File: config.mk
export PLATFORM = sky130hd
export DESIGN_NAME = alu_result_mux_pipe
export DESIGN_NICKNAME = d
export VERILOG_FILES = /design/src/rtl/alu_result_mux_pipe.sv
export SDC_FILE = /design/constraint.sdc
export NUM_CORES = 1
export LEC_CHECK = 0
export ABC_AREA = 1
export CAP_MARGIN = 0
export CORE_AREA = 5 5 137 139
export DETAILED_ROUTE_END_ITERATION = 10
export DIE_AREA = 0 0 142 144
export PLACE_DENSITY = 0.74
export SLEW_MARGIN = 40
export SYNTH_ARGS = -nofsm -noshare
export SYNTH_HDL_FRONTEND = slang
export SYNTH_SLANG_ARGS = --single-unit
File: constraint.sdc
create_clock -name clk -period 2.1 [get_ports clk]
set_input_delay 0.315 -clock clk [delete_from_list [all_inputs] [get_ports clk]]
set_output_delay 0.315 -clock clk [all_outputs]
set_load 0.01 [all_outputs]
File: src/rtl/alu_result_mux_pipe.sv
// -----------------------------------------------------------------------------
// alu_result_mux_pipe
//
// Registered ALU result mux. Selects one of NUM_IN words by `sel`, computes
// zero / negative / select-error flags on the selected word, and hands the
// result downstream through a valid/ready handshake. A main register drives
// the outputs. A second "skid" register absorbs one extra word, so the
// upstream ready can come from a register and throughput stays at one word
// per cycle under back-pressure.
//
// Optional feature (macro ALU_MUX_STICKY_ERR_EN): a sticky select-error flag
// with a synchronous clear input.
//
// Ports:
//   clk         rising-edge clock
//   rst_n       synchronous active-low reset
//   in_data     NUM_IN packed words, word i at [i*WIDTH +: WIDTH]
//   sel         input select
//   in_valid    upstream offers a word
//   in_ready    block can accept a word this cycle (registered)
//   out_data    selected, registered word
//   out_zero    out_data == 0
//   out_neg     out_data[WIDTH-1]
//   out_sel_err sel of this word was >= NUM_IN
//   out_valid   out_* fields are valid
//   out_ready   downstream consumes the word this cycle
//   err_clr     clears err_sticky (ALU_MUX_STICKY_ERR_EN only)
//   err_sticky  sticky select-error flag (ALU_MUX_STICKY_ERR_EN only)
// -----------------------------------------------------------------------------
module alu_result_mux_pipe #(
   parameter int WIDTH  = 32,
   parameter int NUM_IN = 10,
   parameter int SEL_W  = 4
) (
   input  logic                    clk,
   input  logic                    rst_n,
   input  logic [NUM_IN*WIDTH-1:0] in_data,
   input  logic [SEL_W-1:0]        sel,
   input  logic                    in_valid,
   output logic                    in_ready,
   output logic [WIDTH-1:0]        out_data,
   output logic                    out_zero,
   output logic                    out_neg,
   output logic                    out_sel_err,
   output logic                    out_valid,
`ifdef ALU_MUX_STICKY_ERR_EN
   input  logic                    err_clr,
   output logic                    err_sticky,
`endif
   input  logic                    out_ready
);

   localparam logic [1:0] EMPTY = 2'd0;
   localparam logic [1:0] ONE   = 2'd1;
   localparam logic [1:0] FULL  = 2'd2;

   typedef struct packed {
      logic [WIDTH-1:0] data;
      logic             zero;
      logic             neg;
      logic             sel_err;
   } word_t;

   logic [1:0]       state;
   logic [1:0]       state_nxt;
   logic             in_ready_q;
   word_t            main_q;
   word_t            skid_q;
   word_t            new_word;
   logic [WIDTH-1:0] sel_data;
   logic             sel_err;
   logic             accept;
   logic             consume;
   logic             load_main_new;
   logic             load_main_skid;
   logic             load_skid;

   // Compare sel against every legal index and never index in_data with
   // sel directly. An out-of-range select therefore reads none of in_data,
   // and the result is a clean zero.
   // NOTE: every signal gets a default before the loop. Without it, the
   // paths that match nothing would infer latches.
   always_comb begin
      sel_data = '0;
      sel_err  = 1'b1;
      for (int i = 0; i < NUM_IN; i++) begin
         if (sel == SEL_W'(i)) begin
            sel_data = in_data[i*WIDTH +: WIDTH];
            sel_err  = 1'b0;
         end
      end
   end

   always_comb begin
      new_word.data    = sel_data;
      new_word.zero    = (sel_data == '0);
      new_word.neg     = sel_data[WIDTH-1];
      new_word.sel_err = sel_err;
   end

   assign in_ready = in_ready_q;
   assign out_valid = (state != EMPTY);
   assign accept    = in_valid & in_ready_q;
   assign consume   = out_valid & out_ready;

   always_comb begin
      state_nxt      = state;
      load_main_new  = 1'b0;
      load_main_skid = 1'b0;
      load_skid      = 1'b0;
      case (state)
         EMPTY: begin
            if (accept) begin
               state_nxt     = ONE;
               load_main_new = 1'b1;
            end
         end
         ONE: begin
            if (accept && !consume) begin
               state_nxt = FULL;
               load_skid = 1'b1;
            end else if (!accept && consume) begin
               state_nxt = EMPTY;
            end else if (accept && consume) begin
               load_main_new = 1'b1;
            end
         end
         FULL: begin
            // in_ready is low here, so the only event is a consume.
            if (consume) begin
               state_nxt      = ONE;
               load_main_skid = 1'b1;
            end
         end
         default: state_nxt = EMPTY;
      endcase
   end

   // NOTE: sequential state uses non-blocking assignments only, so every
   // register samples the values from before the edge.
   // NOTE: both data registers are cleared on reset. out_data is observable
   // right after reset and must read zero.
   always_ff @(posedge clk) begin
      if (!rst_n) begin
         state      <= EMPTY;
         in_ready_q <= 1'b1;
         main_q     <= '0;
         skid_q     <= '0;
      end else begin
         state      <= state_nxt;
         // Register the decode of the next state. in_ready then has no
         // combinational path from out_ready.
         in_ready_q <= (state_nxt != FULL);
         if (load_main_new) begin
            main_q <= new_word;
         end else if (load_main_skid) begin
            main_q <= skid_q;
         end
         if (load_skid) begin
            skid_q <= new_word;
         end
      end
   end

   assign out_data    = main_q.data;
   assign out_zero    = main_q.zero;
   assign out_neg     = main_q.neg;
   assign out_sel_err = main_q.sel_err;

`ifdef ALU_MUX_STICKY_ERR_EN
   // Clear wins over a set in the same cycle.
   always_ff @(posedge clk) begin
      if (!rst_n) begin
         err_sticky <= 1'b0;
      end else if (err_clr) begin
         err_sticky <= 1'b0;
      end else if (accept && new_word.sel_err) begin
         err_sticky <= 1'b1;
      end
   end
`endif

endmodule

* After elaboration in Yosys (flattened, before gate mapping)
Index checks and enable logic that the tools add are counted.
** Cells by class
- Equality and inequality tests :: 12
- Multipliers :: 0
- $add $sub $neg :: 0
- Div/mod/pow operators :: 0
- Shift-type cells :: 0
- $lt $le $gt $ge :: 0
- Bitwise operators :: 2
- Reductions and logical operators :: 10
- Muxes and demuxes :: 36
** Operators with widths (count)
- $mux W32 :: 10
- $mux W35 :: 2
- $logic_not A32 Y1 :: 1
- $mux W1 :: 18
- $eq A4 B3 Y1 const B :: 4
- $eq A4 B2 Y1 const B :: 2
- $eq A4 B4 Y1 const B :: 2
- $mux W2 :: 4
- $pmux W2 S3 :: 1
- $eq A4 B1 Y1 const B :: 1
- $logic_not A4 Y1 :: 1
- $reduce_bool A2 Y1 :: 2
- $logic_and A1 B1 Y1 :: 3
- $and A1 B1 Y1 :: 2
- $eq A2 B1 Y1 const B :: 1
- $eq A2 B2 Y1 const B :: 1
- $logic_not A1 Y1 :: 2
- $logic_not A2 Y1 :: 1
- $ne A2 B2 Y1 const B :: 1
- $pmux W1 S2 :: 1
** Storage, ports and cells
- Memories kept :: 0
- Bits in writable memories :: 0
- Bits in read-only memories :: 0
- Register bits after elaboration :: 73
- Bits in latches :: 0
- Bits of input ports :: 328

* Depth between registers and ports, before layout
- Word-level depth :: 13
- Mapped depth :: 16
- Gate-level depth less buffers :: 16

* Worst setup path before layout
Ideal clock, no wire load.
- Path kind :: input to register
- From :: input port sel[0]
- To :: register main_q (netlist bit out_zero)
- Stages :: 13
- Setup time :: 0.067 ns
- Slack :: 0.313 ns
- Buffers on the path :: 2
- Data arrival time :: 1.720 ns
- Path through :: inv_2 nor2_1 buf_2 nand2_1 clkbuf_1 nor2_1 nor3_1 nand2_1 nor2_1 nand2_1 nor2_2 nand3_1 a21oi_2
** Between the ends
- Longest elaborated chain between the ends :: 13
- Elaborated cells on any way between the ends :: 22
** Ends and longest elaborated chain
- start, declared :: line 38 : input logic [SEL_W-1:0] sel,
- $logic_not A4 Y1 :: line 87 : if (sel == SEL_W'(i)) begin
- $mux W32 (9 in series) :: line 87
- $mux W32 (*) :: line 87
- $logic_not A32 Y1 (*) :: line 96 : new_word.zero = (sel_data == '0);
- $mux W35 (*) :: line 154 : if (load_main_new) begin
- end signal, assigned :: line 155 : main_q <= new_word;
- end signal, assigned :: line 157 : main_q <= skid_q;
- end, declared :: line 67 : word_t main_q;
Every way passes the cells marked *; elsewhere a longest branch is shown, timed or not.
A chain may end at the register's enable or synchronous reset.

* Worst setup path after layout
- From :: input port sel[1]
- To :: register skid_q[2] in the netlist's numbering
** Between the ends
- Longest elaborated chain between the ends :: 12
- Elaborated cells on any way between the ends :: 21
** Ends and longest elaborated chain
- $logic_not A4 Y1 :: line 87
- $mux W32 (9 in series) :: line 87
- $mux W32 (*) :: line 87
- $logic_not A32 Y1 (*) :: line 96
- end signal, assigned :: line 160 : skid_q <= new_word;
- end, declared :: line 68 : word_t skid_q;
Marks and branches as above.

==> impl_metrics.sql <==
INSERT INTO impl_metrics (metric_group, metric, value, unit) VALUES
('drt', 'routed_via_density', '4.831', ''),
('place', 'place_ws', '-0.8947', 'ns'),
('sta', 'period_minus_slack', '2.097', 'ns'),
('sta', 'final-setup-viol-count', '0', ''),
('sta', 'worst_pin_slew', '0.6302', 'ns'),
('power_and_ir_drop', 'power.density', '426.8', 'nW/um^2'),
('drt', 'post_drt_wl_per_cell', '18.33', 'um'),
('critical_path', 'critPathLaunchType', 'primary input', ''),
('grt', 'largest_net_degree_at_the_start_of_global_routing', '30', ''),
('sta', 'clock_tree_skew_after_final_layout', '0.006734', 'ns'),
('power_and_ir_drop', 'power.share.clock', '30.6', '%'),
('clocking', 'numCtsBuffers', '9', ''),
('power_and_ir_drop', 'sequential_share_of_power', '30.9', '%'),
('sta', 'finalMaxSlewViolations', '0', ''),
('floorplan', 'floorplan.initialDensity', '32.88', '%'),
('final_layout', 'nNetsFinal', '1859', ''),
('clocking', 'clk_pin_slew', '0.06', 'ns'),
('sta', 'setup_total_negative_slack', '0', 'ns'),
('place', 'finalWeightedCongestion', '1.049', ''),
('critical_path', 'crit_path_end_kind', 'flip-flop', ''),
('power_and_ir_drop', 'switching_power', '1.371', 'mW'),
('critical_path', 'timing.setup.critical_path_class', 'in -> reg', ''),
('power_and_ir_drop', 'p_int', '3.387', 'mW'),
('drt', 'vias', '8551', ''),
('floorplan', 'die_area', '20450', 'sq um'),
('grt', 'globalRoute.totalOverflow', '0', ''),
('grt', 'use_met3', '6.878', '%'),
('logic_synthesis', 'ys_ff_latch', '71', ''),
('drt', 'drt-total-wl', '32450', 'um'),
('floorplan', 'design.core.area', '17530', 'sq um'),
('hold_path', 'timing.hold.worst_path_depth', '2', ''),
('flow_run', 'cap_viol_max_count', '0', ''),
('place', 'port_buffers', '364', ''),
('drt', 'postRouteAntennaNets', '0', ''),
('floorplan', 'chipWidth', '142', 'um'),
('clocking', 'root_buffer', 'clkbuf_16', ''),
('power_and_ir_drop', 'sw_share', '28.81', '%'),
('hold_path', 'worst_hold_path_type', 'reg -> reg', ''),
('logic_synthesis', 'synth_nets', '1414', ''),
('grt', 'grt_pass1_wl', '47770', 'um'),
('critical_path', 'required', '2.38', 'ns'),
('power_and_ir_drop', 'pwr-share-comb', '38.5', '%'),
('clocking', 'tritoncts', 'done', ''),
('power_and_ir_drop', 'static-leakage-power', '5.237', 'nW'),
('floorplan', 'rows', '49', ''),
('outcome', 'outcome', 'finished clean', ''),
('power_and_ir_drop', 'worst_voltage_drop_across_the_vdd_grid', '0.4617', 'mV'),
('sta', 'timing.fmax', '476.9', 'MHz'),
('grt', 'vias_in_the_first_global_route', '8505', ''),
('sta', 'fin_ws', '0.002999', 'ns'),
('final_layout', 'layout-drive-gt1-share', '13.43', '%'),
('final_layout', 'layout.filler_cells', '1657', ''),
('clocking', 'cts.sink_count', '71', ''),
('logic_synthesis', 'synth-seq-area-share', '24.65', '%'),
('sta', 'timing.max_slew.rel_slack', '57.88', '%'),
('sta', 'finalHoldViolCount', '0', ''),
('drt', 'drt_drc_violations_left', '0', ''),
('power_and_ir_drop', 'total_design_power', '4.758', 'mW'),
('sta', 'rsz0062_at_grt', 'true', ''),
('critical_path', 'reg2regPathDepth', '10', ''),
('grt', 'grt_usage', '30.48', '%'),
('critical_path', 'critPathArrivalTime', '2.37', 'ns'),
('logic_synthesis', 'unique_cell_type_count_in_the_yosys_netlist', '29', ''),
('grt', 'grt_use_met1', '34.97', '%'),
('grt', 'globalRoute.busiestLayer', 'met2', ''),
('clocking', 'htree_num_levels', '3', ''),
('drt', 'drt_iter0_markers', '528', ''),
('logic_synthesis', 'postSynthAreaPerCell', '5.309', 'sq um'),
('logic_synthesis', 'ys.warnings.count', '0', ''),
('grt', 'antenna_found_initial', '8', ''),
('floorplan', 'io-pin-count', '365', ''),
('clocking', 'cts_buffer_depth', '2', ''),
('logic_synthesis', 'syn_inst', '1086', ''),
('clocking', 'clk-insertion-delay-late', '0.34', 'ns'),
('place', 'place.detailed.hpwl', '26870', 'um'),
('drt', 'first_pass_iters', '5', ''),
('floorplan', 'chipHeight', '144', 'um'),
('sta', 'period_share', '99.86', '%'),
('final_layout', 'layout-area-overhead-vs-synth', '93.34', '%'),
('critical_path', 'critical_path_peak_fanout', '6', ''),
('final_layout', 'layout.core_utilization', '63.57', '%'),
('grt', 'globalRouteMet2Util', '55.65', '%'),
('logic_synthesis', 'mappedNetlistArea', '5766', 'sq um');
critical path, cell delays in order:
cell     delay (ns)
buf_6          0.10
buf_6          0.12
inv_4          0.06
nor2_2         0.04
nand2_2        0.10
buf_6          0.15
buf_4          0.12
nor2_1         0.03
nor2_1         0.16
nand4_1        0.13
nor2_2         0.19
nand3_2        0.11
nor2_2         0.14
nand2_1        0.06
nor2_1         0.10
nand2_1        0.09
nor2_2         0.15
nand2_1        0.08
a21oi_2        0.12
sequential cells by signal, indices dropped and copies added (netlist names):
signal and count:
state 2, in_ready 1, out_data 32, out_zero 1, skid_q 34, out_sel_err 1
stage by stage:
step	hold slack (ns)	instance area, sq um	instances
after floorplan	0.4610	5766	1086
after global placement	0.4550	10540	1737
after detailed placement	0.4586	10540	1737
after CTS	0.4667	11050	1762
after global routing	0.4824	11150	1770
final	0.4642	11150	1770
logic make-up (layout without fill, tap and decap cells):
group / count (synthesis) / count (layout) / synth area share, %
AO/OA/AOI/OAI: 132 / 132 / 12.43
other: 0 / 7 / 0
AND/OR/NAND/NOR: 662 / 662 / 47.74
flip-flops: 71 / 71 / 24.65
buffers and inverters: 221 / 669 / 15.17
cells in the final DEF, fill, tap and decap left out:
cell type        instances
nand4_1                 32
buf_4                  106
inv_2                    2
nand3_2                  6
buf_2                    2
nand2_2                  7
o21ai_2                  1
inv_1                  153
o211ai_1                10
clkdlybuf4s50_1        360
a21oi_1                 64
clkbuf_1                 1
or2_1                    1
nand2_1                289
clkbuf_8                 4
nor3_4                   1
nor3_2                   3
buf_12                  17
nor2_4                  11
inv_4                    3
a31oi_1                  2
nor2_1                 186
o21ai_1                  6
dfxtp_1                 71
a211oi_1                 1
or2_0                    7
o21ai_0                 39
nor2_2                  19
diode_2                  7
a21oi_2                  3
a221oi_2                 2
a221oi_1                 3
buf_6                   10
clkinv_1                 2
nand3_1                100
a22o_1                   1
clkbuf_16                9
power groups by stage:
stage	Sequential (mW)	Combinational, mW	Clock, mW
floorplan	1.51	0.556	0
CTS	1.47	1.80	1.47
detailed placement	1.50	1.73	0
global placement	1.49	1.72	0
finish	1.47	1.83	1.46
global route	1.48	1.97	1.53
synthesized netlist by cell type:
cell / instances / area, sq um
buf_1: 1 / 3.750
nor2_4: 2 / 22.52
a221oi_1: 5 / 43.79
buf_2: 15 / 75.07
o21ai_1: 5 / 25.02
clkbuf_1: 40 / 150.1
or2_1: 1 / 6.260
a21oi_1: 66 / 330.3
nand3_1: 106 / 530.5
nand2_1: 295 / 1107
nor3_1: 3 / 15.01
buf_6: 2 / 22.52
inv_2: 5 / 18.77
a22o_1: 1 / 8.760
or2_0: 7 / 43.79
nand2_2: 1 / 6.260
o211ai_1: 10 / 75.07
dfxtp_1: 71 / 1421
a211oi_1: 1 / 7.510
nor2_2: 3 / 18.77
inv_1: 153 / 574.3
a31oi_1: 2 / 12.51
buf_4: 3 / 22.52
a21oi_2: 1 / 8.760
nor3_2: 1 / 10.01
clkinv_1: 2 / 7.510
o21ai_0: 41 / 205.2
nand4_1: 32 / 200.2
nor2_1: 211 / 792.0
worst paths after layout:
| check | slack, ns | endpoint | startpoint |
|---|---|---|---|
| worst max-delay path | 0.003 | skid_q[2] | sel[1] |
| worst min-delay path | 0.46 | out_data[10] | out_data[10] |
| worst max register to register | 0.30 | out_data[28] | state[1] |
| worst min register to register | 0.46 | out_data[10] | out_data[10] |
layer usage:
| layer | wire [um] | up-vias |
|---|---|---|
| met5 | 7 | - |
| met1 | 12710 | 3890 |
| li1 | - | 4282 |
| met2 | 16210 | 327 |
| met4 | 995 | 2 |
| met3 | 2528 | 50 |
repair_timing:
| action | 4_1_cts | 5_1_grt |
|---|---|---|
| hold buffers | 0 | 0 |
| cloned | 0 | 0 |
| buffers inserted | 11 | 1 |
| gates resized for setup | 54 | 22 |
| setup endpoints to repair | 64 | 10 |
| pin swaps | 25 | 15 |
| hold endpoints to repair | 0 | 0 |
cell type report:
cell class / instances / area (sq um) / area share, %
multi-input combinational: 794 / 3667 / 32.90
inverter: 160 / 608.1 / 5.455
clock buffer: 14 / 284.0 / 2.548
tap: 229 / 286.5 / 2.570
antenna: 7 / 17.52 / 0.1571
timing repair buffer: 495 / 4862 / 43.62
sequential: 71 / 1421 / 12.75
Power figures use the tool's default switching activity.
